--- config.mk ---
export PLATFORM = sky130hd
export DESIGN_NAME = acc_cpu_core
export DESIGN_NICKNAME = d
export VERILOG_FILES = /design/src/rtl/acc_cpu_core.sv
export SDC_FILE = /design/constraint.sdc
export NUM_CORES = 1
export LEC_CHECK = 0
export CELL_PAD_IN_SITES_DETAIL_PLACEMENT = 1
export CELL_PAD_IN_SITES_GLOBAL_PLACEMENT = 1
export CORE_UTILIZATION = 40
export CTS_CLUSTER_SIZE = 12
export DETAILED_ROUTE_END_ITERATION = 10
export GPL_ROUTABILITY_DRIVEN = 0
export PLACE_DENSITY = 0.76
export SLEW_MARGIN = 20
export SYNTH_ARGS = -nofsm -noshare
export SYNTH_HDL_FRONTEND = slang
export SYNTH_SLANG_ARGS = --single-unit
--- constraint.sdc ---
create_clock -name clk -period 6.6 [get_ports clk]
set_input_delay 1.98 -clock clk [delete_from_list [all_inputs] [get_ports clk]]
set_output_delay 1.98 -clock clk [all_outputs]
set_load 0.005 [all_outputs]
--- src/rtl/acc_cpu_core.sv ---
// ---------------------------------------------------------------------------
// acc_cpu_core -- parametrised accumulator CPU with a req/ack memory port.
//
// Parameters
//   DW  : data / accumulator / instruction word width
//   AW  : address width (PC, operand address, mem_addr)
//   OPW : opcode field width (AW+OPW must not exceed DW)
//
// Ports
//   clk        rising-edge system clock
//   rst        asynchronous active-low reset
//   mem_req    memory access request (held until mem_ack)
//   mem_we     1 = write, 0 = read, valid while mem_req=1
//   mem_addr   access address, valid while mem_req=1
//   mem_wdata  write data, always the accumulator
//   mem_rdata  read data, sampled only in an ack cycle
//   mem_ack    completes the access in the cycle it is high with mem_req
//   pc_out     current program counter
//   acc_out    current accumulator
//   zflag      accumulator is zero (combinational)
//   cflag      registered carry/borrow from ADD/SUB
//   halted     core sits in HALT
//   illegal    sticky, an undefined opcode was decoded
//
// Instruction word: opcode = IR[OPW-1:0], operand address = IR[DW-1 -: AW].
// ---------------------------------------------------------------------------
module acc_cpu_core #(
    parameter int DW  = 16,
    parameter int AW  = 8,
    parameter int OPW = 8
) (
    input  logic          clk,
    input  logic          rst,
    output logic          mem_req,
    output logic          mem_we,
    output logic [AW-1:0] mem_addr,
    output logic [DW-1:0] mem_wdata,
    input  logic [DW-1:0] mem_rdata,
    input  logic          mem_ack,
    output logic [AW-1:0] pc_out,
    output logic [DW-1:0] acc_out,
    output logic          zflag,
    output logic          cflag,
    output logic          halted,
    output logic          illegal
);

    typedef enum logic [2:0] {
        S_FETCH  = 3'd0,
        S_DECODE = 3'd1,
        S_MEM_RD = 3'd2,
        S_EXEC   = 3'd3,
        S_MEM_WR = 3'd4,
        S_HALT   = 3'd5
    } state_t;

    localparam logic [OPW-1:0] OP_HALT  = OPW'(0);
    localparam logic [OPW-1:0] OP_ADD   = OPW'(1);
    localparam logic [OPW-1:0] OP_XOR   = OPW'(2);
    localparam logic [OPW-1:0] OP_JUMP  = OPW'(3);
    localparam logic [OPW-1:0] OP_JUMPZ = OPW'(4);
    localparam logic [OPW-1:0] OP_LOAD  = OPW'(5);
    localparam logic [OPW-1:0] OP_STORE = OPW'(6);
    localparam logic [OPW-1:0] OP_SUB   = OPW'(7);
    localparam logic [OPW-1:0] OP_AND   = OPW'(8);
    localparam logic [OPW-1:0] OP_JUMPC = OPW'(9);
    localparam logic [OPW-1:0] OP_LOADI = OPW'(10);

    state_t          state_r;
    logic [AW-1:0]   pc_r;
    logic [DW-1:0]   ir_r;
    logic [DW-1:0]   acc_r;
    logic [DW-1:0]   mdr_r;
    logic            cflag_r;
    logic            illegal_r;

    logic [OPW-1:0]  op_s;
    logic [AW-1:0]   addr_s;
    logic            zflag_s;
    logic [DW:0]     sum_s;
    logic            borrow_s;
    logic            access_s;
    logic            write_s;

    assign op_s     = ir_r[OPW-1:0];
    assign addr_s   = ir_r[DW-1 -: AW];
    assign zflag_s  = (acc_r == {DW{1'b0}});
    assign sum_s    = {1'b0, acc_r} + {1'b0, mdr_r};
    assign borrow_s = (acc_r < mdr_r);

    // Memory access decode from the current state.
    always_comb begin
        access_s = 1'b0;
        write_s  = 1'b0;
        case (state_r)
            S_FETCH:  access_s = 1'b1;
            S_MEM_RD: access_s = 1'b1;
            S_MEM_WR: begin
                access_s = 1'b1;
                write_s  = 1'b1;
            end
            default: begin
                access_s = 1'b0;
                write_s  = 1'b0;
            end
        endcase
    end

    // The reset input gates the request so it drops at once, without a clock,
    // even though the state register resets into FETCH.
    assign mem_req   = access_s & rst;
    assign mem_we    = write_s & rst;
    assign mem_addr  = (state_r == S_FETCH) ? pc_r : addr_s;
    assign mem_wdata = acc_r;
    assign pc_out    = pc_r;
    assign acc_out   = acc_r;
    assign zflag     = zflag_s;
    assign cflag     = cflag_r;
    assign halted    = (state_r == S_HALT);
    assign illegal   = illegal_r;

    // Main control FSM together with the architectural registers.
    always_ff @(posedge clk or negedge rst) begin
        if (!rst) begin
            state_r   <= S_FETCH;
            pc_r      <= {AW{1'b0}};
            ir_r      <= {DW{1'b0}};
            acc_r     <= {DW{1'b0}};
            mdr_r     <= {DW{1'b0}};
            cflag_r   <= 1'b0;
            illegal_r <= 1'b0;
        end else begin
            case (state_r)
                S_FETCH: begin
                    if (mem_ack) begin
                        ir_r    <= mem_rdata;
                        pc_r    <= pc_r + AW'(1);
                        state_r <= S_DECODE;
                    end
                end
                S_DECODE: begin
                    case (op_s)
                        OP_HALT:  state_r <= S_HALT;
                        OP_JUMP: begin
                            pc_r    <= addr_s;
                            state_r <= S_FETCH;
                        end
                        OP_JUMPZ: begin
                            if (zflag_s) begin
                                pc_r <= addr_s;
                            end
                            state_r <= S_FETCH;
                        end
                        OP_JUMPC: begin
                            if (cflag_r) begin
                                pc_r <= addr_s;
                            end
                            state_r <= S_FETCH;
                        end
                        OP_LOADI: begin
                            acc_r   <= DW'(addr_s);
                            state_r <= S_FETCH;
                        end
                        OP_ADD, OP_XOR, OP_SUB, OP_AND, OP_LOAD: state_r <= S_MEM_RD;
                        OP_STORE: state_r <= S_MEM_WR;
                        default: begin
                            illegal_r <= 1'b1;
                            state_r   <= S_HALT;
                        end
                    endcase
                end
                S_MEM_RD: begin
                    if (mem_ack) begin
                        mdr_r   <= mem_rdata;
                        state_r <= S_EXEC;
                    end
                end
                S_EXEC: begin
                    case (op_s)
                        OP_ADD: {cflag_r, acc_r} <= sum_s;
                        OP_SUB: begin
                            acc_r   <= acc_r - mdr_r;
                            cflag_r <= borrow_s;
                        end
                        OP_XOR:  acc_r <= acc_r ^ mdr_r;
                        OP_AND:  acc_r <= acc_r & mdr_r;
                        OP_LOAD: acc_r <= mdr_r;
                        default: acc_r <= acc_r;
                    endcase
                    state_r <= S_FETCH;
                end
                S_MEM_WR: begin
                    if (mem_ack) begin
                        state_r <= S_FETCH;
                    end
                end
                S_HALT:  state_r <= S_HALT;
                default: state_r <= S_FETCH;
            endcase
        end
    end

endmodule

==> implementation parameters, run 1 <==
Parameter                              Value

STA
  Unrepaired setup endpoints after global routing ... no
  Setup ws final ... 1.59 ns
  Final clock period utilization by the worst path ... 75.9%
  Post-Route Skew ... 0.00664 ns
  Setup TNS ... 0 ns
  Normalized max-slew margin ... 30.2%
  Final worst path period need ... 5.01 ns
  Transition at the pin with the smallest max-transition slack ... 1.04 ns
  Max Clk Rate ... 0.200 GHz
  Final Hold Viols ... 0
  Pins over their slew limit ... 0
  Endpoints failing setup ... 0

Pwr
  Reg power frac ... 27.1%
  Portion of total power attributed to the clock network ... 18.6%
  Power density of the placed cells ... 440 nW/um^2
  Fraction of power spent switching nets ... 43.6%
  Switching Power ... 1140 uW
  Part of the total power dissipated in combinational logic ... 54.3%
  Power Internal ... 1470 uW
  VDD IR max ... 194 uV
  Cell leakage power ... 0.00244 uW

Cells and area
  Layout Area Growth over Synthesis ... 20.2%
  Post-layout nets ... 679
  Proportion of layout cells with a drive suffix above 1 ... 9.38%
  Non-filler instance count after layout ... 776
  Antenna fix cells ... 0

Global routing
  GRT busiest layer ... met2
  Global router's overall resource usage ... 28.4%
  Vias in the first global route ... 5044
  Global-route wire length before repair ... 28.0 mm
  Met1 global-route usage ... 39.1%
  Maximum number of pins on one net before global-route repair ... 37
  Initial antenna violation count ... 0
  Met2 usage in global routing ... 45.1%
  Gr ovfl total ... 0
  Global routing usage on met3 ... 4.45%

Clock network
  Setup repair bufs after CTS ... 0
  Number of buffers inserted by hold repair at cts ... 0
  # clock sinks ... 61
  CTS tree ... done
  Level count of the clock H-tree ... 3
  Total clock buffers created by CTS ... 9
  Buffers from clock root to sink, at most ... 2
  Cell at the root of the clock tree ... sky130_fd_sc_hd__clkbuf_16
  Clock latency on the worst-skew pair ... 0.34 ns
  Post-CTS clock slew at the launch and capture registers of the worst setup and hold paths ... 0.05 ns
  Count of instances resized after the clock tree is built ... 0

Synth
  Largest area contributor in the netlist ... sky130_fd_sc_hd__dfrtp_1
  Synthesized netlist net count ... 643
  Count of flip-flops with a built-in enable after synthesis ... 0
  Mapped Avg Cell Area ... 8.40 sq um
  Post-Synthesis Cells ... 588
  Sequential share of the synthesized area ... 30.9%
  Dominant synthesized flop cell ... sky130_fd_sc_hd__dfrtp_1
  Post-synth top cells ... 61 x sky130_fd_sc_hd__dfrtp_1, 47 x sky130_fd_sc_hd__o21ai_0, 46 x sky130_fd_sc_hd__nor2_1
  Proportion of netlist area held by the largest area contributor ... 30.9%
  Post-synthesis register bit count ... 61
  Area of the mapped netlist ... 4940 sq um
  Netlist cell types ... 69
  Most common cell in the synthesized netlist ... sky130_fd_sc_hd__dfrtp_1
  Asr flop ratio synth ... 100%
  Dominant cells by area after synthesis ... sky130_fd_sc_hd__dfrtp_1 31%, sky130_fd_sc_hd__ha_1 8.6%, sky130_fd_sc_hd__mux2_2 5.2%
  Number of synthesis warnings ... 0

Worst setup path
  Data arrival time of the worst path ... 3.03 ns
  Biggest fanout along the worst timing path ... 2
  Kind of end point of the critical path ... output pin
  Crit Path Category ... input port to output pin
  Element type at the critical path start ... input port
  Worst path required time ... 4.62 ns

Floorplanning
  Die width ... 113 um
  Vertical extent of the die ... 113 um
  I/O pins ... 73
  Initial Util ... 41.1%
  Number of rows created at floorplan ... 40
  Std-Cell Core Area ... 12000 sq um
  Die outline area ... 12800 sq um

Routing
  Drt initial violations ... 374
  Vias after detailed routing ... 4914
  Total length of routed wires ... 17.3 mm
  Drc violations ... 0
  WL/cell ... 22.2 um
  Initial DRT Pass Iterations ... 5
  Antenna-violating nets left ... 0
  Number of vias per cell after detailed routing ... 6.33

Placement
  Number of instances in the placed design ... 760
  Port Buf Inserts ... 72
  Detailed placement HPWL ... 12.6 mm
  Minimum setup slack after placement ... 1.61 ns

Run
  Max-cap violation count ... 0

Min path
  Kind of path behind the tightest hold check ... register to register

Run status
  Outcome ... finished, final reports clean
==> cells by family (layout without fill, tap and decap cells) <==
family,after synthesis,after routing,share of synthesized area [%]
muxes,26,26,5.85
xor gates and xnor gates,6,6,1.06
and+or+nand+nor,173,173,18.0
AOI/OAI and AO/OA,202,202,26.9
DFF,61,61,30.9
adders and majority gates,36,36,9.42
buffers and inverters,84,125,7.80
==> registers in the layout, summed over array words and instances (netlist names) <==
signal / flops
acc_out: 16
ir_r: 16
mdr_r: 16
pc_out: 8
state_r: 3
cflag: 1
illegal: 1
==> worst max-delay path: stages <==
cell and delay [ns]:
sky130_fd_sc_hd__buf_2 0.17, sky130_fd_sc_hd__nand2b_1 0.11, sky130_fd_sc_hd__nor3_1 0.21, sky130_fd_sc_hd__clkdlybuf4s50_1 0.55
==> metrics by stage <==
stage / hold slack [ns] / instance area, sq um / total power, uW / util, %
after floorplan: 0.451 / 4940 / 1590 / -
after global routing: 0.513 / 5940 / 2790 / 49.4
after global placement: 0.480 / 5630 / 2030 / 46.8
after detailed placement: 0.470 / 5630 / 2100 / 46.8
after CTS: 0.494 / 5930 / 2610 / 49.3
final: 0.490 / 5940 / 2610 / 49.4
==> cell usage in the layout (no fill, tap or decap), drive strengths merged, types with 13 or more instances in the layout <==
cell           Yosys  final
o21ai             58     58
ha                34     34
dfrtp             61     61
a21oi             45     45
nand3             14     14
nor2              46     46
mux2              23     23
inv               29     29
nand2             41     41
a221oi            13     13
clkdlybuf4s50      0     71
==> power by group through the flow <==
stage                     clock network, uW  logic, uW  registers [uW]
after floorplan                           0        978             608
after global placement                    0       1340             693
after detailed placement                  0       1390             707
after CTS                               495       1410             703
after global routing                    510       1550             732
final                                   487       1420             707
==> final timing paths <==
path	start	to	slack (ns)	depth (start not counted)
setup / recovery	rst	mem_we	1.59	4
hold / removal	illegal	illegal	0.49	1
setup reg to reg	state_r[1]	acc_out[15]	3.27	7
hold reg to reg	illegal	illegal	0.49	1
max in group asynchronous	rst	acc_out[8]	4.01	3
min in group asynchronous	rst	acc_out[5]	1.77	2
==> final cells by class <==
cell class | count | area, sq um
fillers | 1417 | 6070
multi-input cells | 443 | 3040
flip-flops and latches | 61 | 1530
repair buffers | 80 | 776
clock buffers | 10 | 239
well taps | 147 | 184
inverters | 29 | 109
clock inverters | 6 | 62.6
==> metal layers <==
| layer | vias up | part of all wire (%) |
|---|---|---|
| li1 | 2230 | - |
| met1 | 2494 | 46 |
| met2 | 165 | 47 |
| met3 | 25 | 5.2 |
| met4 | 0 | 2.2 |
| met5 | - | 0 |
Note: power is estimated with default switching activity, not from simulation.
==> run 2, diff against run 1 <==
- CORE_UTILIZATION: 40 -> 38
- PLACE_DENSITY: 0.76 -> 0.75
- clock period: 6.6 -> 4.08 ns (I/O delays scaled with it)
==> run 2 against run 1 <==
Compared with the run above: wire length shrank 2.4%; cell area increased by 0.76%; clock skew shrank 0.0038 ns; via count is 1.1% lower; clock power rose by 43%; sequential power rose by 61%; first-iteration DRC count shrank 19%; highest routed layer unchanged; global-route usage decreased by 1.6 points; count of clock-buffer cells in the layout up 1; critical path depth is 1 lower; largest cell class unchanged; register-to-register slack lost 2.2 ns.
==> implementation parameters, run 2 (synthesis gave the netlist of run 1 again) <==
Parameter                              Value

STA
  Unrepaired setup endpoints after global routing ... no (unchanged)
  Final clock period utilization by the worst path ... 84.7%
  Pins over their slew limit ... 0 (unchanged)
  Normalized max-slew margin ... 39.6% (was 30.2%)
  Endpoints failing setup ... 0 (unchanged)
  Final Hold Viols ... 0 (unchanged)
  Transition at the pin with the smallest max-transition slack ... 0.906 ns (was 1.04 ns)
  Setup TNS ... 0 ns (unchanged)
  Final worst path period need ... 3.46 ns
  Post-Route Skew ... 0.00287 ns (was 0.00664 ns)
  Max Clk Rate ... 0.289 GHz

Routing
  Initial DRT Pass Iterations ... 5 (unchanged)
  Antenna-violating nets left ... 0 (unchanged)
  Drt initial violations ... 303 (was 374)
  Drc violations ... 0 (unchanged)
  Vias after detailed routing ... 4859 (was 4914)
  WL/cell ... 20.8 um (was 22.2 um)
  Number of vias per cell after detailed routing ... 6.01 (was 6.33)
  Total length of routed wires ... 16.8 mm (was 17.3 mm)

Floorplanning
  Die outline area ... 13500 sq um (was 12800 sq um)
  I/O pins ... 73 (unchanged)
  Number of rows created at floorplan ... 41 (was 40)
  Initial Util ... 39.0% (was 41.1%)
  Die width ... 116 um (was 113 um)
  Std-Cell Core Area ... 12700 sq um (was 12000 sq um)
  Vertical extent of the die ... 116 um (was 113 um)

Global routing
  Global router's overall resource usage ... 26.8% (was 28.4%)
  Gr ovfl total ... 0 (unchanged)
  Initial antenna violation count ... 0 (unchanged)
  Global-route wire length before repair ... 27.3 mm (was 28.0 mm)
  Maximum number of pins on one net before global-route repair ... 62 (was 37)
  Vias in the first global route ... 5030 (was 5044)

Worst setup path
  Beginning of the critical path ... acc_out[1] (was rst)
  Biggest fanout along the worst timing path ... 6 (was 2)
  Element type at the critical path start ... register (was input port)
  R2R cell count ... 9 (was 7)
  Critical path destination ... zflag (was mem_we)
  R2R setup slack ... 1.06 ns (was 3.27 ns)
  Crit Path Category ... register to output pin (was input port to output pin)
  Worst path required time ... 2.86 ns (was 4.62 ns)
  Data arrival time of the worst path ... 2.23 ns (was 3.03 ns)
  Reg2reg start ... acc_out[4] (was state_r[1])
  Reg2reg end ... acc_out[14] (was acc_out[15])
  Kind of end point of the critical path ... output pin (unchanged)

Cells and area
  Antenna fix cells ... 0 (unchanged)
  Layout Area Growth over Synthesis ... 21.1% (was 20.2%)
  Proportion of layout cells with a drive suffix above 1 ... 10.0% (was 9.38%)
  Leading cell type in the layout, fill and taps excluded ... sky130_fd_sc_hd__clkdlybuf4s50_1 (unchanged)
  Post-route standard cell area excluding fillers ... 5980 sq um (was 5940 sq um)
  Commonest cells after routing, fill and taps aside ... 71 x sky130_fd_sc_hd__clkdlybuf4s50_1, 61 x sky130_fd_sc_hd__dfrtp_1, 47 x sky130_fd_sc_hd__o21ai_0 (unchanged)
  Post-layout nets ... 687 (was 679)

Clock network
  Total clock buffers created by CTS ... 9 (unchanged)
  Setup repair bufs after CTS ... 0 (unchanged)
  CTS tree ... done (unchanged)
  Level count of the clock H-tree ... 3 (unchanged)
  Buffers from clock root to sink, at most ... 2 (unchanged)
  Count of instances resized after the clock tree is built ... 0 (unchanged)
  Post-CTS clock slew at the launch and capture registers of the worst setup and hold paths ... 0.05 ns (about the same)
  Number of buffers inserted by hold repair at cts ... 0 (unchanged)
  # clock sinks ... 61 (unchanged)
  Cell at the root of the clock tree ... sky130_fd_sc_hd__clkbuf_16 (unchanged)
  Clock latency on the worst-skew pair ... 0.34 ns (about the same)

Placement
  Detailed placement HPWL ... 12.4 mm (was 12.6 mm)
  Port Buf Inserts ... 72 (unchanged)
  Placed inst area ... 5720 sq um (was 5630 sq um)

Pwr
  VDD IR max ... 338 uV (was 194 uV)
  Power after layout ... 4120 uW (was 2610 uW)
  Power density of the placed cells ... 689 nW/um^2 (was 440 nW/um^2)
  Cell leakage power ... 0.00247 uW (was 0.00244 uW)

Min path
  Kind of path behind the tightest hold check ... register to register (unchanged)

Run status
  Outcome ... finished, final reports clean (unchanged)

Run
  Max-cap violation count ... 0 (unchanged)
==> run 2: cell type report <==
cell class	count	area, sq um
clock inverters	5	27.5
fillers	1507	6690
repair buffers	88	836
multi-input cells	443	3040
well taps	172	215
inverters	29	109
clock buffers	11	233
flip-flops and latches	61	1530
==> run 2: per-stage QoR <==
stage          instances  setup WS [ns]  hold slack [ns]  utilization, %
6_report             809          0.624            0.468            47.2
3_5_place_dp         793          0.708            0.467            45.2
2_1_floorplan        588           1.25            0.451               -
3_3_place_gp         793          0.677            0.444            45.2
5_1_grt              809          0.518            0.522            47.2
4_1_cts              809          0.598            0.479            47.2
==> run 2: critical path, stage by stage, from the launching register on <==
cell                              delay [ns]
sky130_fd_sc_hd__dfrtp_1                0.45
sky130_fd_sc_hd__nor4_1                 0.59
sky130_fd_sc_hd__and4_1                 0.34
sky130_fd_sc_hd__clkdlybuf4s50_1        0.51
==> run 2: worst min path at each step <==
stage / slack [ns] / cells after the start / start / endpoint
floorplan: 0.45 / 1 / illegal / illegal
global placement: 0.44 / 1 / illegal / illegal
detailed placement: 0.47 / 1 / illegal / illegal
CTS: 0.48 / 1 / illegal / illegal
global route: 0.52 / 1 / illegal / illegal
finish: 0.47 / 1 / illegal / illegal
==> run 2: routing by layer <==
| layer | up-vias | part of all wire, % | GRT usage (%) |
|---|---|---|---|
| met2 | 174 | 47 | 43.7 |
| met3 | 23 | 6.3 | 4.92 |
| met5 | - | 0 | 0 |
| met4 | 0 | 2.2 | 9.32 |
| met1 | 2408 | 45 | 35.6 |
| li1 | 2254 | - | - |
==> run 2: power breakdown <==
group	switching (uW)	internal (uW)	leakage (uW)
clock	292	407	0.000129
sequential	332	810	0.000724
combinational	1180	1100	0.00161
total	1810	2320	0.00247
==> run 3, diff against run 2 <==
- clock period: 4.08 -> 2.8 ns (I/O delays scaled with it)
==> run 3 against run 2 <==
Compared with the run above: register-to-register slack got worse by 1.1 ns; via count rose by 7.5%; largest cell class unchanged; sequential power up 43%; the run now ends with negative setup slack left; critical endpoint is now acc_out[14]; largest power group unchanged; die area unchanged.
==> implementation parameters, run 3 (synthesis gave the netlist of run 1 again) <==
Parameter                              Value

Global routing
  Vias in the first global route ... 5225 (was 5030)
  Global router's overall resource usage ... 29.2% (was 26.8%)
  Global-route wire length before repair ... 29.2 mm (was 27.3 mm)
  Initial antenna violation count ... 0 (unchanged)
  Gr ovfl total ... 0 (unchanged)
  Maximum number of pins on one net before global-route repair ... 36 (was 62)

Min path
  Hold Path Sink ... illegal (unchanged)
  Worst hold path cell count ... 1 (unchanged)
  Kind of path behind the tightest hold check ... register to register (unchanged)
  Hold path start ... illegal (unchanged)

Placement
  Detailed placement HPWL ... 13.6 mm (was 12.4 mm)
  Number of instances in the placed design ... 823 (was 793)
  Port Buf Inserts ... 72 (unchanged)
  Placed inst area ... 5950 sq um (was 5720 sq um)

STA
  Pins over their slew limit ... 0 (unchanged)
  Post-Route Skew ... 0.00715 ns (was 0.00287 ns)
  Transition at the pin with the smallest max-transition slack ... 0.634 ns (was 0.906 ns)
  Setup ws final ... -0.0734 ns (was 0.624 ns)
  Unrepaired setup endpoints after global routing ... yes (was no)
  Endpoints failing setup ... 1 (was 0)
  Final worst path period need ... 2.87 ns
  Final clock period utilization by the worst path ... 103%
  Max Clk Rate ... 0.348 GHz
  Normalized max-slew margin ... 57.2% (was 39.6%)
  Final Hold Viols ... 0 (unchanged)

Pwr
  Power after layout ... 6790 uW (was 4120 uW)
  Cell leakage power ... 0.00279 uW (was 0.00247 uW)
  VDD IR max ... 475 uV (was 338 uV)
  Power density of the placed cells ... 1040 nW/um^2 (was 689 nW/um^2)

Cells and area
  Leading cell type in the layout, fill and taps excluded ... sky130_fd_sc_hd__clkdlybuf4s50_1 (unchanged)
  Post-layout nets ... 733 (was 687)
  Commonest cells after routing, fill and taps aside ... 62 x sky130_fd_sc_hd__clkdlybuf4s50_1, 60 x sky130_fd_sc_hd__buf_4, 55 x sky130_fd_sc_hd__dfrtp_1 (was 71 x sky130_fd_sc_hd__clkdlybuf4s50_1, 61 x sky130_fd_sc_hd__dfrtp_1, 47 x sky130_fd_sc_hd__o21ai_0)
  Non-filler instance count after layout ... 855 (was 809)
  Proportion of layout cells with a drive suffix above 1 ... 20.1% (was 10.0%)
  Post-route standard cell area excluding fillers ... 6540 sq um (was 5980 sq um)
  Layout filler cell count ... 1485 (was 1507)
  Register Area ... 1530 sq um (about the same)
  Fraction of the core area covered by cells at the end of the flow ... 51.6% (was 47.2%)
  Layout Area Growth over Synthesis ... 32.4% (was 21.1%)
  Multi-input gate area in the final layout ... 3180 sq um (was 3040 sq um)
  Antenna fix cells ... 0 (unchanged)

Worst setup path
  Critical path's top delay family ... compound AO/OA/AOI/OAI gates (was simple AND/OR/NAND/NOR gates)
  Data arrival time of the worst path ... 3.11 ns (was 2.23 ns)
  R2R cell count ... 12 (was 9)
  Element type at the critical path start ... register (unchanged)
  Crit Path Category ... register to register (was register to output pin)
  Critical-path top delay cell ... sky130_fd_sc_hd__dfrtp_1 (was sky130_fd_sc_hd__nor4_1)
  Reg2reg start ... mdr_r[0] (was acc_out[4])
  R2R setup slack ... -0.07 ns (was 1.06 ns)
  Kind of end point of the critical path ... register (was output pin)
  Worst path required time ... 3.03 ns (was 2.86 ns)
  Buf/Inv on CP ... 2 (was 1)
  Reg2reg end ... acc_out[14] (unchanged)
  Delay of the slowest cell on the worst path ... 0.46 ns (was 0.59 ns)
  Critical path, cell by cell ... ha_4 > inv_4 > fa_2 > nor2_2 > o311a_1 > o211ai_1 > a21oi_2 > o41ai_2 > buf_4 > xnor2_2 > nand2_1 > a32o_1 (was nor4_1 > and4_1 > clkdlybuf4s50_1)
  Biggest fanout along the worst timing path ... 4 (was 6)

Routing
  Number of vias per cell after detailed routing ... 6.11 (was 6.01)
  Vias after detailed routing ... 5225 (was 4859)
  Initial DRT Pass Iterations ... 6 (was 5)
  Total length of routed wires ... 19.3 mm (was 16.8 mm)
  Antenna-violating nets left ... 0 (unchanged)
  WL/cell ... 22.5 um (was 20.8 um)
  Drt initial violations ... 408 (was 303)
  Drc violations ... 0 (unchanged)

Floorplanning
  Initial Util ... 39.0% (unchanged)
  Die width ... 116 um (unchanged)
  Number of rows created at floorplan ... 41 (unchanged)
  Die outline area ... 13500 sq um (unchanged)
  I/O pins ... 73 (unchanged)
  Vertical extent of the die ... 116 um (unchanged)
  Std-Cell Core Area ... 12700 sq um (unchanged)

Clock network
  Level count of the clock H-tree ... 3 (unchanged)
  Number of buffers inserted by hold repair at cts ... 0 (unchanged)
  Buffers from clock root to sink, at most ... 2 (unchanged)
  Clock latency on the worst-skew pair ... 0.35 ns (was 0.34 ns)
  # clock sinks ... 61 (unchanged)
  CTS tree ... done (unchanged)
  Cell at the root of the clock tree ... sky130_fd_sc_hd__clkbuf_16 (unchanged)
  Post-CTS clock slew at the launch and capture registers of the worst setup and hold paths ... 0.06 ns (was 0.05 ns)
  Total clock buffers created by CTS ... 9 (unchanged)

Run status
  Violated checks ... negative setup slack
  Outcome ... finished with violations (was finished, final reports clean)

Run
  Max-cap violation count ... 0 (unchanged)
[run 3: cell count changes in the layout (fill, tap and decap cells not counted), moves of 4 or more]
cell and change:
sky130_fd_sc_hd__dfrtp_1 -6, sky130_fd_sc_hd__nor4_4 +4, sky130_fd_sc_hd__dlygate4sd2_1 +6, sky130_fd_sc_hd__clkdlybuf4s50_1 -9, sky130_fd_sc_hd__dfrtp_2 +6, sky130_fd_sc_hd__buf_4 +44
sky130_fd_sc_hd__nor4_1 -4
[run 3: worst register-to-register path, stage by stage (launching register included)]
cell	delay (ns)
sky130_fd_sc_hd__dfrtp_1	0.46
sky130_fd_sc_hd__ha_4	0.23
sky130_fd_sc_hd__inv_4	0.06
sky130_fd_sc_hd__fa_2	0.24
sky130_fd_sc_hd__nor2_2	0.06
sky130_fd_sc_hd__o311a_1	0.38
sky130_fd_sc_hd__o211ai_1	0.30
sky130_fd_sc_hd__a21oi_2	0.11
sky130_fd_sc_hd__o41ai_2	0.31
sky130_fd_sc_hd__buf_4	0.19
sky130_fd_sc_hd__xnor2_2	0.10
sky130_fd_sc_hd__nand2_1	0.07
sky130_fd_sc_hd__a32o_1	0.25
[run 3: worst max path at each step]
stage | startpoint | end | slack (ns) | cells past startpoint
CTS | acc_out[4] | zflag | -0.02 | 4
global route | mdr_r[0] | acc_out[14] | -0.16 | 12
floorplan | acc_out[4] | acc_out[14] | 0.06 | 10
finish | mdr_r[0] | acc_out[14] | -0.07 | 12
detailed placement | mdr_r[2] | acc_out[15] | 0.001 | 10
global placement | acc_out[10] | zflag | 0.09 | 3
[run 3: routing by layer]
metal,global-route usage (%),routed length (um)
met5,0,0
met1,37.8,8380
met3,6.43,1100
met2,46.9,9090
met4,12.6,693
[run 3: layout make-up]
cell class / instances / share of cell area, %
Tap cell: 172 / 3.29
Multi-Input combinational cell: 443 / 48.7
Timing Repair Buffer: 134 / 18.2
Clock inverter: 4 / 1.11
Clock buffer: 12 / 3.62
Sequential cell: 61 / 23.5
Inverter: 29 / 1.70
[run 3: per-stage QoR]
stage | setup TNS (ns) | setup WS, ns | hold slack (ns)
global placement | 0 | 0.0933 | 0.444
CTS | -0.0216 | -0.0216 | 0.491
finish | -0.0734 | -0.0734 | 0.492
floorplan | 0 | 0.0587 | 0.451
detailed placement | 0 | 0.00143 | 0.479
global route | -0.394 | -0.159 | 0.504
[run 3: what timing repair did]
| action | CTS | global route |
|---|---|---|
| cloned | 1 | 0 |
| hold endpoints to repair | 0 | 0 |
| setup buffers | 3 | 12 |
| setup endpoints to repair | 11 | 11 |
| gates resized for setup | 26 | 25 |
| pin swaps | 4 | 16 |
[run 3: where the power goes]
group	internal, uW	switching (uW)
clock	779	434
sequential	1180	450
combinational	1940	2000
